File: src/rtl/conv2_window_buf_pkg.sv
// Shared constants for the conv2 input stage of the MNIST CNN.
package cnn_pkg;

    localparam int IMG_W2             = 12;
    localparam int K2                 = 5;
    localparam int DW_L1              = 12;
    localparam int WIN_ELEMS          = K2 * K2;
    localparam int WINDOWS_PER_FRAME2 = (IMG_W2 - K2 + 1) * (IMG_W2 - K2 + 1);
    localparam int CHAIN_LEN2         = (K2 - 1) * IMG_W2 + K2;

    // Distance (in accepted pixels) from the newest pixel back to window tap (r,c).
    function automatic int tap_dist(input int img_w, input int k, input int r, input int c);
        return (k - 1 - r) * img_w + (k - 1 - c);
    endfunction

endpackage

File: src/rtl/conv2_window_buf_if.sv
// Pixel stream in, three-channel window stream out.
interface conv2_window_buf_if
    import cnn_pkg::*;
#(
    parameter int K  = K2,
    parameter int DW = DW_L1
);

    logic                valid_in;
    logic [DW-1:0]       data_in1;
    logic [DW-1:0]       data_in2;
    logic [DW-1:0]       data_in3;
    logic [K*K*DW-1:0]   data_out1;
    logic [K*K*DW-1:0]   data_out2;
    logic [K*K*DW-1:0]   data_out3;
    logic                valid_out_buf;
    logic                frame_done;

    modport master (
        output valid_in, data_in1, data_in2, data_in3,
        input  data_out1, data_out2, data_out3, valid_out_buf, frame_done
    );

    modport slave (
        input  valid_in, data_in1, data_in2, data_in3,
        output data_out1, data_out2, data_out3, valid_out_buf, frame_done
    );

endinterface

File: src/rtl/conv2_window_buf_line_buf.sv
// Single-channel line buffer: shift chain spanning K-1 full rows plus K pixels,
// with a registered K*K window tapped from it.
module conv2_line_buf
    import cnn_pkg::*;
#(
    parameter int IMG_W = IMG_W2,
    parameter int K     = K2,
    parameter int DW    = DW_L1
) (
    input  logic                clk,
    input  logic                rst,
    input  logic                en,
    input  logic                load,
    input  logic [DW-1:0]       din,
    output logic [K*K*DW-1:0]   win
);

    // The live input pixel is the newest chain position, so only the older
    // (K-1)*IMG_W + K - 1 positions need storage.
    localparam int STORE_LEN = (K - 1) * IMG_W + K - 1;

    logic [DW-1:0]       chain_r [STORE_LEN];
    logic [K*K*DW-1:0]   taps_s;
    logic [K*K*DW-1:0]   win_r;

    // Shift chain advances only on accepted pixels.
    always_ff @(posedge clk) begin
        if (rst) begin
            for (int i = 0; i < STORE_LEN; i++) begin
                chain_r[i] <= '0;
            end
        end else if (en) begin
            chain_r[0] <= din;
            for (int i = 1; i < STORE_LEN; i++) begin
                chain_r[i] <= chain_r[i-1];
            end
        end
    end

    for (genvar r = 0; r < K; r++) begin : g_row
        for (genvar c = 0; c < K; c++) begin : g_col
            localparam int DIST = tap_dist(IMG_W, K, r, c);
            if (DIST == 0) begin : g_live
                assign taps_s[(r*K+c)*DW +: DW] = din;
            end else begin : g_stored
                assign taps_s[(r*K+c)*DW +: DW] = chain_r[DIST-1];
            end
        end
    end

    // Window register captures the taps when the accepted pixel completes a window.
    always_ff @(posedge clk) begin
        if (rst) begin
            win_r <= '0;
        end else if (load) begin
            win_r <= taps_s;
        end
    end

    assign win = win_r;

endmodule

File: src/rtl/conv2_window_buf.sv
// Three-channel 5x5 sliding-window generator for the conv2 layer.
module conv2_window_buf
    import cnn_pkg::*;
#(
    parameter int IMG_W = IMG_W2,
    parameter int K     = K2,
    parameter int DW    = DW_L1
) (
    input  logic               clk,
    input  logic               rst,
    conv2_window_buf_if.slave  bus
);

    localparam int CW  = $clog2(IMG_W);
    localparam int WPF = (IMG_W - K + 1) * (IMG_W - K + 1);
    localparam int WCW = $clog2(WPF);

    localparam logic [CW-1:0]  POS_LAST  = CW'(IMG_W - 1);
    localparam logic [CW-1:0]  WIN_FIRST = CW'(K - 1);
    localparam logic [WCW-1:0] WIN_LAST  = WCW'(WPF - 1);

    logic [CW-1:0]  col_r;
    logic [CW-1:0]  row_r;
    logic [WCW-1:0] win_cnt_r;
    logic           win_ok_s;
    logic           last_win_s;
    logic           valid_out_buf_r;
    logic           frame_done_r;

    // Raster position of the pixel being accepted; wraps to a new frame with no gap.
    always_ff @(posedge clk) begin
        if (rst) begin
            col_r <= '0;
            row_r <= '0;
        end else if (bus.valid_in) begin
            if (col_r == POS_LAST) begin
                col_r <= '0;
                if (row_r == POS_LAST) begin
                    row_r <= '0;
                end else begin
                    row_r <= row_r + CW'(1);
                end
            end else begin
                col_r <= col_r + CW'(1);
            end
        end
    end

    // A window completes when the accepted pixel is at least K-1 rows and columns in.
    always_comb begin
        win_ok_s   = 1'b0;
        last_win_s = 1'b0;
        if (bus.valid_in && (row_r >= WIN_FIRST) && (col_r >= WIN_FIRST)) begin
            win_ok_s   = 1'b1;
            last_win_s = (win_cnt_r == WIN_LAST);
        end else begin
            win_ok_s   = 1'b0;
            last_win_s = 1'b0;
        end
    end

    // Windows emitted so far in the current frame.
    always_ff @(posedge clk) begin
        if (rst) begin
            win_cnt_r <= '0;
        end else if (win_ok_s) begin
            if (last_win_s) begin
                win_cnt_r <= '0;
            end else begin
                win_cnt_r <= win_cnt_r + WCW'(1);
            end
        end
    end

    // Registered strobes, aligned with the window registers in the line buffers.
    always_ff @(posedge clk) begin
        if (rst) begin
            valid_out_buf_r <= 1'b0;
            frame_done_r    <= 1'b0;
        end else begin
            valid_out_buf_r <= win_ok_s;
            frame_done_r    <= last_win_s;
        end
    end

    assign bus.valid_out_buf = valid_out_buf_r;
    assign bus.frame_done    = frame_done_r;

    conv2_line_buf #(.IMG_W(IMG_W), .K(K), .DW(DW)) u_lb1 (
        .clk  (clk),
        .rst  (rst),
        .en   (bus.valid_in),
        .load (win_ok_s),
        .din  (bus.data_in1),
        .win  (bus.data_out1)
    );

    conv2_line_buf #(.IMG_W(IMG_W), .K(K), .DW(DW)) u_lb2 (
        .clk  (clk),
        .rst  (rst),
        .en   (bus.valid_in),
        .load (win_ok_s),
        .din  (bus.data_in2),
        .win  (bus.data_out2)
    );

    conv2_line_buf #(.IMG_W(IMG_W), .K(K), .DW(DW)) u_lb3 (
        .clk  (clk),
        .rst  (rst),
        .en   (bus.valid_in),
        .load (win_ok_s),
        .din  (bus.data_in3),
        .win  (bus.data_out3)
    );

endmodule

File: src/flat_wrapper.sv
// flat-port wrapper written by rule: the top's interface ports become plain ports
module conv2_window_buf_flat import cnn_pkg::*;
#(
    parameter int IMG_W = IMG_W2,
    parameter int K     = K2,
    parameter int DW    = DW_L1
)
  (clk, rst, bus_valid_in, bus_data_in1, bus_data_in2, bus_data_in3, bus_data_out1, bus_data_out2, bus_data_out3, bus_valid_out_buf, bus_frame_done);
  conv2_window_buf_if #(.K(K), .DW(DW)) bus_i ();
  input  logic clk;
  input  logic rst;
  input wire logic [$bits(bus_i.valid_in)-1:0] bus_valid_in;
  input wire logic [$bits(bus_i.data_in1)-1:0] bus_data_in1;
  input wire logic [$bits(bus_i.data_in2)-1:0] bus_data_in2;
  input wire logic [$bits(bus_i.data_in3)-1:0] bus_data_in3;
  output wire logic [$bits(bus_i.data_out1)-1:0] bus_data_out1;
  output wire logic [$bits(bus_i.data_out2)-1:0] bus_data_out2;
  output wire logic [$bits(bus_i.data_out3)-1:0] bus_data_out3;
  output wire logic [$bits(bus_i.valid_out_buf)-1:0] bus_valid_out_buf;
  output wire logic [$bits(bus_i.frame_done)-1:0] bus_frame_done;
  assign bus_i.valid_in = bus_valid_in;
  assign bus_i.data_in1 = bus_data_in1;
  assign bus_i.data_in2 = bus_data_in2;
  assign bus_i.data_in3 = bus_data_in3;
  assign bus_data_out1 = bus_i.data_out1;
  assign bus_data_out2 = bus_i.data_out2;
  assign bus_data_out3 = bus_i.data_out3;
  assign bus_valid_out_buf = bus_i.valid_out_buf;
  assign bus_frame_done = bus_i.frame_done;
  conv2_window_buf #(.IMG_W(IMG_W), .K(K), .DW(DW)) u_core (.clk(clk), .rst(rst), .bus(bus_i));
endmodule
File: config.mk
export PLATFORM = sky130hd
export DESIGN_NAME = conv2_window_buf_flat
export DESIGN_NICKNAME = d
export VERILOG_FILES = /design/src/rtl/conv2_window_buf_pkg.sv /design/src/rtl/conv2_window_buf_if.sv /design/src/rtl/conv2_window_buf_line_buf.sv /design/src/rtl/conv2_window_buf.sv /design/src/flat_wrapper.sv
export SDC_FILE = /design/constraint.sdc
export NUM_CORES = 2
export LEC_CHECK = 0
export ABC_CLOCK_PERIOD_IN_PS = 32000
export BUFFER_PORTS_ARGS = -buffer_cell sky130_fd_sc_hd__buf_2
export CAP_MARGIN = 20
export CORE_AREA = 2 2 456 458
export CTS_CLUSTER_DIAMETER = 80
export DETAILED_ROUTE_END_ITERATION = 16
export DIE_AREA = 0 0 458 460
export HOLD_SLACK_MARGIN = 0.03
export MAX_ROUTING_LAYER = met4
export PLACE_DENSITY = 0.68
export SLEW_MARGIN = 30
export SYNTH_ARGS = -nofsm -noshare
export SYNTH_HDL_FRONTEND = slang
export SYNTH_SLANG_ARGS = --single-unit
File: constraint.sdc
create_clock -name clk -period 32 [get_ports clk]
set_input_delay 3.2 -clock clk [delete_from_list [all_inputs] [get_ports clk]]
set_output_delay 3.2 -clock clk [all_outputs]
set_load 0.02 [all_outputs]
==> metrics.csv <==
stage;metric;value;unit
outcome;outcome;completed;
routing;DRT antenna net count;0;
global_route;global-route wire length before repair;345000;um
worst_setup_path;CP delay by family, top;buffers and inverters;
synth;Yosys reg bits;2788;
routing;Routed WL;233000;um
clock_tree;Reg clk slew, reported paths;0.06;ns
timing;Hold Vio Cnt, Final;0;
worst_setup_path;data required time of the worst path;32.52;ns
synth;syn nets;7983;
worst_setup_path;Worst Path Buf+Inv;7;
power_and_ir_drop;Max VDD drop;55.2;uV
global_route;initial antenna violation count;24;
synth;mux cell area share after synthesis;0.0312;%
synth;Post-synth EDFFs;1872;
worst_setup_path;crit-path max cell delay;0.85;ns
synth;YS warnings;0;
floorplan;core area;206000;sq um
finish;Area Growth Syn to Fin;15.9;%
placement;IO buf count;940;
routing;first-pass detailed-route iteration total;6;
placement;routability cong.;0.890;
synth;share of the synthesized area in the top cell type;56.0;%
worst_setup_path;worst path cell trace;buf_12 > or2_4 > buf_4 > buf_4 > buf_4 > buf_4 > buf_12 > buf_4;
synth;Post-Syn Area;100000;sq um
worst_setup_path;crit path kind;in -> reg;
finish;fin util;56.5;%
finish;ratio of cells with drive above 1 in the final layout;15.9;%
synth;Async S/R FF share, synth;0;%
routing;initial DRC count;5612;
routing;drt via density;5.12;
clock_tree;worst skew pair latency;0.95;ns
worst_setup_path;CP Launch Type;input port;
worst_setup_path;Worst setup EP type;register;
timing;max-slew violations;0;
worst_setup_path;CP max-delay cell;buf_4;
clock_tree;post-CTS setup buffer count;0;
power_and_ir_drop;static leakage;0.0451;uW
synth;Netlist cell types;37;
timing;RSZ-0062 raised after global routing;no;
timing;Worst-Margin Slew;1.02;ns
synth;compound-cell area share of the yosys netlist;4.65;%
finish;post-route cell area;116000;sq um
power_and_ir_drop;pwr dens;65.2;nW/um^2
timing;final setup fails;0;
synth;ys flop type;edfxtp_1;
timing;min cycle time layout;8.02;ns
flow_run;Max Cap Viol;0;
synth;post-synthesis xor/xnor area fraction;0.00872;%
placement;DP Wirelength;147000;um
floorplan;# IOs;941;
global_route;gr usage total;22.0;%
routing;DRC viols;0;
timing;setup TNS;0;ns
global_route;Congestion Overflow GR;0;
clock_tree;H-tree depth;5;
timing;post-route clock skew;0.0794;ns
clock_tree;CTS tree;yes;
clock_tree;clk root buf;clkbuf_16;
synth;sequential-to-total area share from yosys stat;74.3;%
floorplan;Initial Utilization;48.7;%
synth;syn_area_per_cell;12.6;sq um
synth;Synth top cells by count;1,872 x edfxtp_1, 1,810 x nand2_1, 1,224 x and2_1, 916 x dfxtp_1, 908 x a21oi_1;
worst_setup_path;crit-path max FO;152;
floorplan;DIE AREA;211000;sq um
clock_tree;Clock Path Buffers;4;
floorplan;Die Span Y;460;um
clock_tree;clock sinks;2788;
synth;Synth area leader;edfxtp_1;
worst_setup_path;data arrival time of the critical path;8.54;ns
timing;Max Fclk;0.125;GHz
routing;Routed WL per cell;19.9;um
timing;Slew headroom;31.7;%
timing;worst hold margin;0.451;ns
finish;Final nets;8779;
floorplan;floorplan row count;167;
worst_hold_path;Hold WC Path Type;reg -> reg;
synth;largest family of logic cells by synthesized area;simple AND/OR/NAND/NOR gates;
timing;period utilisation layout;25.0;%
synth;Mapped Cells;7941;
synth;Synth area leaders;edfxtp_1 56%, dfxtp_1 18%, and2_1 7.6%;
routing;via count;59800;
floorplan;Die Width;458;um
global_route;vias in the first global route;57600;
clock_tree;CTS Buf Count;299;
clock_tree;Resize count post-CTS;0;
synth;count leader, synth;edfxtp_1;
clock_tree;hold-fix buffers at CTS;0;
worst_setup_path;Critical Path Most Common Cell;buf_4;
placement;DP Area;107000;sq um
synth;Synth Area in Simple Gates;18.6;%
global_route;pin count of the biggest net entering global routing;270;
synth;Post-Synth Adder-Cell Area;0.0374;%
==> layout make-up <==
type                            count  area, sq um
Antenna cell                        9         22.5
Clock buffer                      419         8380
Clock inverter                    110          996
Fill cell                       16700        89600
Inverter                            5         18.8
Multi-Input combinational cell   4633        23400
Sequential cell                  2788        74600
Tap cell                         2704         3380
Timing Repair Buffer             1010         5620
==> worst min-delay path: stages, from the launching register on <==
cell	delay [ns]
dfxtp_1	0.30
nand2_1	0.05
a21oi_1	0.05
==> per-layer routing <==
metal,up-vias,wire length [um],global-route usage (%)
li1,28200,-,-
met1,29300,94800,27.6
met2,1892,110000,33.8
met3,454,17700,5.47
met4,0,10600,9.99
met5,-,0,-
==> cells in the final DEF (no fill, tap or decap), drive strengths merged, types with 4 or more instances in the layout <==
master and instances:
buf 1010, nor2 5, bufinv 16, diode 9, clkinvlp 4, a21oi 908
nor2b 650, inv 13, nand2 1810, clkbuf 419, dfxtp 916, edfxtp 1872
and2 1224, clkinv 82
==> final timing paths <==
kind	start	end	slack, ns	cells past startpoint
max reg2reg	u_core.row_r[2]	u_core.u_lb2.win[277]	27.63	7
min reg2reg	u_core.u_lb1.win[109]	u_core.u_lb1.win[109]	0.45	2
min	u_core.u_lb1.win[109]	u_core.u_lb1.win[109]	0.45	2
max	rst	u_core.u_lb1.chain_r[38][5]	23.99	8
==> sequential cells by signal (all words and copies together) (netlist names) <==
signal,cells
u_core.u_lb3.chain_r,624
u_core.u_lb2.win,300
u_core.col_r,4
u_core.u_lb1.win,300
u_core.u_lb2.chain_r,624
u_core.win_cnt_r,6
u_core.bus.valid_out_buf,1
u_core.row_r,4
u_core.u_lb3.win,300
u_core.bus.frame_done,1
u_core.u_lb1.chain_r,624
==> through the flow <==
stage	setup WS, ns	power [uW]	std cells
after detailed placement	22.76	4350	11100
after floorplan	4.58	4360	7941
after global routing	23.51	7830	11700
after global placement	22.89	4340	11100
final	23.99	7590	11700
after CTS	23.75	7670	11700
==> power by group <==
part	internal (uW)	switching, uW	total [uW]
clock	1960	1360	3320
combinational	57.1	120	177
sequential	4020	76.4	4100
==> cell families after synthesis <==
logic type / count (synthesis)
AND/OR/NAND/NOR: 3705
flip-flops: 2788
AO/OA/AOI/OAI: 921
buffers and inverters: 520
multiplexers: 3
adder cells (fa/ha/maj): 3
XOR/XNOR: 1
(Power assumes the default switching activity.)
